--- src/rtl/beat_pkg.sv ---
// Shared constants and FSM encoding for the accelerometer beat scheduler.
package beat_pkg;
    localparam int SAMPLE_W        = 16;
    localparam int DEF_SAMPLE_DIV  = 50000;
    localparam int DEF_ACK_TIMEOUT = 255;
    localparam int DEF_THRESH_HI   = 10000;
    localparam int DEF_THRESH_LO   = 8000;
    localparam int DEF_REFRACT     = 20;
    localparam int DEF_INTERVAL_W  = 16;

    typedef enum logic [1:0] {
        ST_IDLE = 2'd0,
        ST_WAIT = 2'd1,
        ST_REQ  = 2'd2,
        ST_EVAL = 2'd3
    } beat_state_e;
endpackage

--- src/rtl/sample_ticker.sv ---
// Free-running divider: o_tc strobes every DIV enabled cycles, i_clr restarts the count at 0.
// Latency: o_tc is combinational from the registered count; no backpressure.
module sample_ticker #(
    parameter int DIV = 4
) (
    input  logic clk,
    input  logic rst_n,
    input  logic i_clr,
    input  logic i_en,
    output logic o_tc
);
    localparam int CW = $clog2(DIV);

    logic [CW-1:0] r_cnt;

    assign o_tc = i_en && (r_cnt == CW'(DIV - 1));

    always_ff @(posedge clk or negedge rst_n) begin
        if (!rst_n) begin
            r_cnt <= '0;
        end else if (i_clr) begin
            r_cnt <= '0;
        end else if (i_en) begin
            r_cnt <= o_tc ? '0 : r_cnt + CW'(1);
        end
    end
endmodule

--- src/rtl/beat_scheduler.sv ---
// Paces accelerometer sample requests and detects beats with hysteresis plus refractory lockout.
// Latency: beat outputs register one cycle after the EVAL cycle; req/ack pacing on input, no output backpressure.
module beat_scheduler
    import beat_pkg::*;
#(
    parameter int SAMPLE_DIV      = DEF_SAMPLE_DIV,
    parameter int ACK_TIMEOUT     = DEF_ACK_TIMEOUT,
    parameter int THRESH_HI       = DEF_THRESH_HI,
    parameter int THRESH_LO       = DEF_THRESH_LO,
    parameter int REFRACT_SAMPLES = DEF_REFRACT,
    parameter int INTERVAL_W      = DEF_INTERVAL_W
) (
    input  logic                  clk,
    input  logic                  rst_n,
    input  logic                  enable,
    output logic                  sample_req,
    input  logic                  sample_ack,
    input  logic [SAMPLE_W-1:0]   sample_data,
    output logic                  beat,
    output logic                  beat_pulse,
    output logic [INTERVAL_W-1:0] beat_interval,
    output logic                  interval_valid,
    output logic                  ack_timeout
);
    localparam int LOCK_W = $clog2(REFRACT_SAMPLES + 2);
    localparam int TO_W   = $clog2(ACK_TIMEOUT + 1);
    localparam logic signed [SAMPLE_W-1:0] C_HI = SAMPLE_W'(THRESH_HI);
    localparam logic signed [SAMPLE_W-1:0] C_LO = SAMPLE_W'(THRESH_LO);

    beat_state_e                r_state;
    logic signed [SAMPLE_W-1:0] r_sample;
    logic                       r_armed;
    logic                       r_first;
    logic [LOCK_W-1:0]          r_lock;
    logic [INTERVAL_W-1:0]      r_cnt;
    logic [TO_W-1:0]            r_to_cnt;
    logic                       r_req;
    logic                       r_beat;
    logic                       r_pulse;
    logic [INTERVAL_W-1:0]      r_interval;
    logic                       r_iv;
    logic                       r_to;

    logic                       w_tick_clr;
    logic                       w_tick_en;
    logic                       w_tc;
    logic                       w_fire;
    logic                       w_rearm;
    logic [INTERVAL_W-1:0]      w_cnt_inc;

    assign w_tick_en  = (r_state == ST_WAIT);
    assign w_tick_clr = !w_tick_en;

    sample_ticker #(.DIV(SAMPLE_DIV)) u_ticker (
        .clk   (clk),
        .rst_n (rst_n),
        .i_clr (w_tick_clr),
        .i_en  (w_tick_en),
        .o_tc  (w_tc)
    );

    // Interval counter saturates so a long silence never wraps into a short interval.
    assign w_cnt_inc = (&r_cnt) ? r_cnt : r_cnt + INTERVAL_W'(1);
    assign w_fire    = r_armed && (r_lock == '0) && (r_sample >= C_HI);
    assign w_rearm   = !r_armed && (r_sample <= C_LO);

    always_ff @(posedge clk or negedge rst_n) begin
        if (!rst_n) begin
            r_state    <= ST_IDLE;
            r_sample   <= '0;
            r_armed    <= 1'b1;
            r_first    <= 1'b1;
            r_lock     <= '0;
            r_cnt      <= '0;
            r_to_cnt   <= '0;
            r_req      <= 1'b0;
            r_beat     <= 1'b0;
            r_pulse    <= 1'b0;
            r_interval <= '0;
            r_iv       <= 1'b0;
            r_to       <= 1'b0;
        end else begin
            r_pulse <= 1'b0;
            r_iv    <= 1'b0;
            if (!enable) begin
                // Stopping abandons any request in flight; beat and interval keep their last value.
                r_state <= ST_IDLE;
                r_req   <= 1'b0;
                r_armed <= 1'b1;
                r_lock  <= '0;
                r_first <= 1'b1;
                r_cnt   <= '0;
                r_to    <= 1'b0;
            end else begin
                case (r_state)
                    ST_IDLE: begin
                        r_to    <= 1'b0;
                        r_state <= ST_WAIT;
                    end
                    ST_WAIT: begin
                        if (w_tc) begin
                            r_state  <= ST_REQ;
                            r_req    <= 1'b1;
                            r_to_cnt <= '0;
                        end
                    end
                    ST_REQ: begin
                        if (sample_ack) begin
                            r_sample <= sample_data;
                            r_req    <= 1'b0;
                            r_state  <= ST_EVAL;
                        end else if (r_to_cnt == TO_W'(ACK_TIMEOUT - 1)) begin
                            r_to    <= 1'b1;
                            r_req   <= 1'b0;
                            r_state <= ST_WAIT;
                        end else begin
                            r_to_cnt <= r_to_cnt + TO_W'(1);
                        end
                    end
                    ST_EVAL: begin
                        r_state <= ST_WAIT;
                        if (r_lock != '0) begin
                            r_lock <= r_lock - LOCK_W'(1);
                        end
                        if (w_fire) begin
                            r_beat  <= ~r_beat;
                            r_pulse <= 1'b1;
                            r_armed <= 1'b0;
                            r_lock  <= LOCK_W'(REFRACT_SAMPLES);
                            if (!r_first) begin
                                r_interval <= w_cnt_inc;
                                r_iv       <= 1'b1;
                            end
                            r_cnt   <= '0;
                            r_first <= 1'b0;
                        end else begin
                            r_cnt <= w_cnt_inc;
                            if (w_rearm) begin
                                r_armed <= 1'b1;
                            end
                        end
                    end
                    default: r_state <= ST_IDLE;
                endcase
            end
        end
    end

    assign sample_req     = r_req;
    assign beat           = r_beat;
    assign beat_pulse     = r_pulse;
    assign beat_interval  = r_interval;
    assign interval_valid = r_iv;
    assign ack_timeout    = r_to;
endmodule

--- config.mk ---
export PLATFORM = sky130hd
export DESIGN_NAME = beat_scheduler
export DESIGN_NICKNAME = d
export VERILOG_FILES = /design/src/rtl/beat_pkg.sv /design/src/rtl/sample_ticker.sv /design/src/rtl/beat_scheduler.sv
export SDC_FILE = /design/constraint.sdc
export NUM_CORES = 1
export LEC_CHECK = 0
export BUFFER_PORTS_ARGS = -buffer_cell sky130_fd_sc_hd__buf_2
export CORE_ASPECT_RATIO = 0.5
export CORE_MARGIN = 5
export CORE_UTILIZATION = 61
export CTS_BUF_LIST = sky130_fd_sc_hd__clkbuf_8
export DETAILED_ROUTE_END_ITERATION = 8
export PLACE_DENSITY = 0.86
export SLEW_MARGIN = 20
export SYNTH_ARGS = -nofsm -noshare
export SYNTH_HDL_FRONTEND = slang
export SYNTH_SLANG_ARGS = --single-unit
--- constraint.sdc ---
create_clock -name clk -period 3.05 [get_ports clk]
set_input_delay 0.61 -clock clk [delete_from_list [all_inputs] [get_ports clk]]
set_output_delay 0.61 -clock clk [all_outputs]
set_load 0.1 [all_outputs]
# Word level (Yosys, flattened, before mapping)
# Cells that the tools add are included.
[op_classes]
addsub = 4
n_lt_le_gt_ge = 2
n_eq_ne = 18
n_mux = 42
bitwise_logic = 2
reduce_logical = 21
[op_table]
columns = ["cell", "n"]
rows = [
  ["two-way mux 16 bit", 6],
  ["adder 16 x 1 -> 16 bit (second input constant)", 2],
  ["two-way mux 8 bit", 3],
  ["two-way mux 1 bit", 21],
  ["two-way mux 5 bit", 4],
  ["equality test 16 bit (second input constant)", 1],
  ["greater-or-equal comparator 16 x 15 -> 1 bit (second input constant)", 1],
  ["less-or-equal comparator 16 x 14 -> 1 bit (second input constant)", 1],
  ["case mux 8 bit (2 select lines)", 1],
  ["AND reduction 16 bit", 1],
  ["inequality test 3 x 1 -> 1 bit (second input constant)", 4],
  ["AND reduction 3 bit", 4],
  ["inequality test 3 bit (second input constant)", 3],
  ["adder 8 x 1 -> 8 bit (second input constant)", 1],
  ["equality test 8 bit (second input constant)", 1],
  ["two-way mux 2 bit", 4],
  ["AND reduction 2 bit", 4],
  ["inequality test 2 bit (second input constant)", 3],
  ["case mux 2 bit (3 select lines)", 1],
  ["logical NOT 5 bit", 1],
  ["AND reduction 5 bit", 1],
  ["nonzero test 5 bit", 1],
  ["subtractor 5 x 1 -> 5 bit (second input constant)", 1],
  ["equality test 2 bit (second input constant)", 2],
  ["11 further kinds", 17],
]
[totals]
ff_bits = 86
in_bits = 20

# Depth between registers and ports, before layout
[depth]
word_depth = 6
ltp_mapped = 9
ltp_nobuf = 7

# Modules after synthesis
# Synthesis repeated with hierarchy kept, for this count alone.
[unflattened]
cells_unflattened = 456
hier_area_um2 = 4494.3
[by_module_without_submodules]
columns = ["mod", "n_inst", "cells_each", "area_per_inst_um2", "seq_area_each_um2"]
rows = [
  ["beat_scheduler", 1, 366, 3621.0, 1754.2],
  ["sample_ticker", 1, 90, 873.3, 400.4],
]

# Least setup slack after synthesis
# No wires, ideal clock.
[synth_timing]
kind = "register to register"
startpoint = "register r_lock[0]"
endpoint = "register r_interval[13] (netlist: beat_interval[13])"
t_arrival_ns = 2.083
required_ns = 2.925
slack_ns = 0.842
path_stages_with_launch = 8
period_less_slack_ns = 2.208
cell_sequence = "dfrtp_1 -> inv_1 -> ha_1 -> or4b_4 -> nor4_4 -> o21ai_2 -> nor2_4 -> mux2_2"
[synth_between]
elab_chain_len = 4
[synth_rtl]
columns = ["item", "line", "text"]
rows = [
  ["start: declaration", "beat_scheduler.sv:34", "logic [LOCK_W-1:0] r_lock;"],
  ["start signal: assignment", "beat_scheduler.sv:123", "r_lock <= r_lock - LOCK_W'(1);"],
  ["start signal: assignment", "beat_scheduler.sv:129", "r_lock <= LOCK_W'(REFRACT_SAMPLES);"],
  ["logical NOT 5 bit", "beat_scheduler.sv:64", "assign w_fire = r_armed && (r_lock == '0) && (r_sample >= C_HI);"],
  ["logical AND 1 bit (2 in series)", "beat_scheduler.sv:64", ""],
  ["AND reduction 4 bit (no line)", "n/a", ""],
  ["end signal: assignment", "beat_scheduler.sv:131", "r_interval <= w_cnt_inc;"],
  ["end: declaration", "beat_scheduler.sv:40", "logic [INTERVAL_W-1:0] r_interval;"],
]
# No other way between the ends.
# A chain may end at the register's enable or synchronous reset.

# Final worst setup path
[layout_timing]
startpoint = "register r_lock[0]"
endpoint = "register r_interval[4] (netlist: beat_interval[4])"
# The elaborated chain is that of the path after synthesis.

==> flow_summary_export.csv <==
group,metric,value,unit
outcome,status,"finished, final reports clean",
setup_path,r2r_slack,0.52,ns
synthesis,synth_seq_cells,86,
setup_path,endpoint_kind,"flop",
grt,grt_max_degree,56,
grt,grt_first_pass_wirelength,14.6,mm
routing,drtIter0Drc,231,
layout,drive_above_1_share,19.7,%
layout,area_delta_synth_final,10.7,%
setup_path,r2r_end,"beat_interval[4]",
synthesis,synth_nets,451,
timing,hold_viol,0,
die,ios,41,
synthesis,syn-instance-count,425,
timing,fin_tns_setup,0,ns
setup_path,r2r_start,"r_lock[0]",
clock_tree,cts.path.max_buffers,2,
placed_design,port_buffers,40,
synthesis,yosysTopAreaCellShare,49.0,%
clock_tree,worstSkewPairLatency,0.36,ns
routing,post_drt_wl_per_cell,14.9,um
grt,antenna_found_initial,0,
power,p_per_area,429,nW/um^2
clock_tree,clk_pin_slew_worst_paths,0.08,ns
placed_design,placed_cell_area,4550,sq um
setup_path,critPathArrivalTime,2.74,ns
timing,finalCritPeriodShare,83.1,%
timing,drv_slew,0,
setup_path,worst_path_largest_cell_delay,0.49,ns
power,vdd_drop_max,0.291,mV
timing,fin_crit,2.53,ns
routing,firstDrtPassIters,4,
clock_tree,post_cts_buffers,0,
die,rows,21,
grt,grt_pass1_vias,3157,
routing,vias,3268,
synthesis,synth_area_per_cell,10.1,sq um
synthesis,synth-edff-count,0,
die,die_w,129,um
die,start_util,63.5,%
clock_tree,cts_inserted_buffers,9,
die,die_y,69.3,um
synthesis,synthArstFlopShare,100,%
layout,final_util,70.3,%
power,p_leak,0.00218,uW
layout,postLayoutCellArea,4750,sq um
setup_path,start_kind,"flop",
clock_tree,cts_sinks,86,
die,die_area,8910,sq um
clock_tree,cts-root-buf,"clkbuf_8",
setup_path,critical_path.max_fanout,26,
setup_path,required,3.26,ns
routing,ant_nets,0,
grt,grt_usage,20.0,%
clock_tree,cts_tree,"built",
synthesis,synth_area_leaders,"dfrtp_1, mux2_2, xor2_1, nand2_1, nor2_1",
setup_path,path_class,"reg -> reg",
min_path,hold_path.class,"in -> async",
synthesis,synth_top_area_cell,"dfrtp_1",
routing,wirelength,8.35,mm
placed_design,hpwl,5.85,mm
grt,grt_overflow,0,
synthesis,syn-cell-area,4290,sq um
synthesis,synth_cell_type_count,59,
die,core_region_area,6750,sq um
setup_path,crit_path_top_delay_cell,"or4b_4",
timing,max_freq,395,MHz
clock_tree,holdBufCountCts,0,
clock_tree,htree_levels,3,
timing,setup_violations,0,
layout,final_cells,560,
placed_design,place.gp.congestion,0.833,
layout,num_antenna_cells,0,
setup_path,crit_chain,"inv_1 > ha_1 > or4b_4 > nor4_4 > o211ai_2 > nand2_1 > o21ai_0",
timing,finClkSkew,0.00606,ns
routing,viasPerCell,5.84,
synthesis,ys_warn_count,0,
timing,worst_pin_slew,0.957,ns
placed_design,dpl.cell_count,544,
synthesis,ys_seq_area_share,50.3,%
routing,drc,0,
synthesis,synth_flop_cell,"dfrtp_1",
timing,relSlewSlack,36.0,%
timing,rsz0062_at_grt,"false",
setup_path,crit_family,"simple AND/OR/NAND/NOR gates",
setup_path,critPathBufInv,1,
job,drv_cap,0,
clock_tree,cts_resized,0,
setup_path,worstRegToRegCells,7,
layout,nNetsFinal,489,
==> worst max path at each step <==
stage                        endpoint  cells past startpoint  startpoint  slack, ns
floorplan           beat_interval[13]                      7   r_lock[0]       0.84
global placement    beat_interval[15]                      6   r_lock[0]       0.64
detailed placement  beat_interval[15]                      6   r_lock[0]       0.54
CTS                 beat_interval[15]                      6   r_lock[0]       0.52
global route         beat_interval[4]                      7   r_lock[0]       0.29
finish               beat_interval[4]                      7   r_lock[0]       0.52
==> through the flow <==
step | power [uW] | worst slack (ns) | hold slack [ns]
floorplan | 1210 | 0.842 | 0.314
global placement | 1260 | 0.642 | 0.457
detailed placement | 1260 | 0.541 | 0.469
CTS | 2060 | 0.523 | 0.297
global route | 2110 | 0.294 | 0.348
finish | 2040 | 0.517 | 0.289
==> logic make-up after synthesis <==
| group | after synthesis | share of synthesized area [%] |
|---|---|---|
| adder cells (fa/ha/maj) | 6 | 1.75 |
| AO/OA/AOI/OAI | 85 | 12.6 |
| XOR/XNOR | 30 | 6.13 |
| flip-flops | 86 | 50.3 |
| buffers and inverters | 30 | 3.36 |
| multiplexers | 20 | 5.25 |
| AND/OR/NAND/NOR | 168 | 20.7 |
==> routing by layer <==
layer / vias up / global-route usage (%) / part of all wire, %
li1: 1583 / - / -
met1: 1596 / 26.9 / 46
met2: 75 / 32.2 / 48
met3: 14 / 4.38 / 4.2
met4: 0 / 6.75 / 1.7
met5: - / 0 / 0
==> placed cells by master, fill, tap and decap left out, drive strengths merged, types with 3 or more instances in the layout <==
cell type	instances
xnor2	12
a21boi	4
a21oi	23
a31oi	8
nor2b	4
and2	4
buf	43
nand3	20
nor2	41
clkbuf	10
o211ai	5
nor3	7
ha	6
xor2	18
nand2	41
dfrtp	84
inv	14
or4	3
clkinv	4
o21ai	28
or3	3
nor4b	4
nor4	7
nand4	11
and3	10
mux2	20
o31ai	4
nand3b	3
==> where the power goes <==
part           switching, uW  internal (uW)
Sequential              12.0           1150
Combinational           48.8           27.2
Clock                    402            398
Total                    463           1570
==> state kept, by name, indices dropped and copies added, names as in the netlist <==
register	count
ack_timeout	1
beat	1
beat_interval	16
beat_pulse	1
interval_valid	1
r_armed	1
r_cnt	16
r_first	1
r_lock	5
r_sample	16
r_state	2
r_to_cnt	8
sample_req	1
u_ticker.r_cnt	16
==> cell usage after synthesis, drive strengths merged (2+ instances only) <==
master,count
o22ai,2
or2b,2
o211ai,5
a21boi,4
or3,3
nor4,7
dfrtp,84
a21oi,23
ha,6
nand4,11
nor2,41
xnor2,12
or4,3
and2,4
a31oi,8
dfstp,2
buf,6
xor2,18
a21o,2
inv,14
o21ai,28
nand2,41
nor4b,4
nand3,20
nor2b,4
a41oi,2
clkbuf,10
mux2,20
o31ai,4
nand3b,3
and3,10
nor3,7
and4,2
==> final cells by class <==
cell class	count	area, sq um
sequential	86	2150
fill	494	2010
multi-input combinational	309	1990
timing repair buffer	43	238
clock buffer	10	138
tap	92	115
clock inverter	6	61.3
inverter	14	52.6
(Power assumes the default switching activity.)
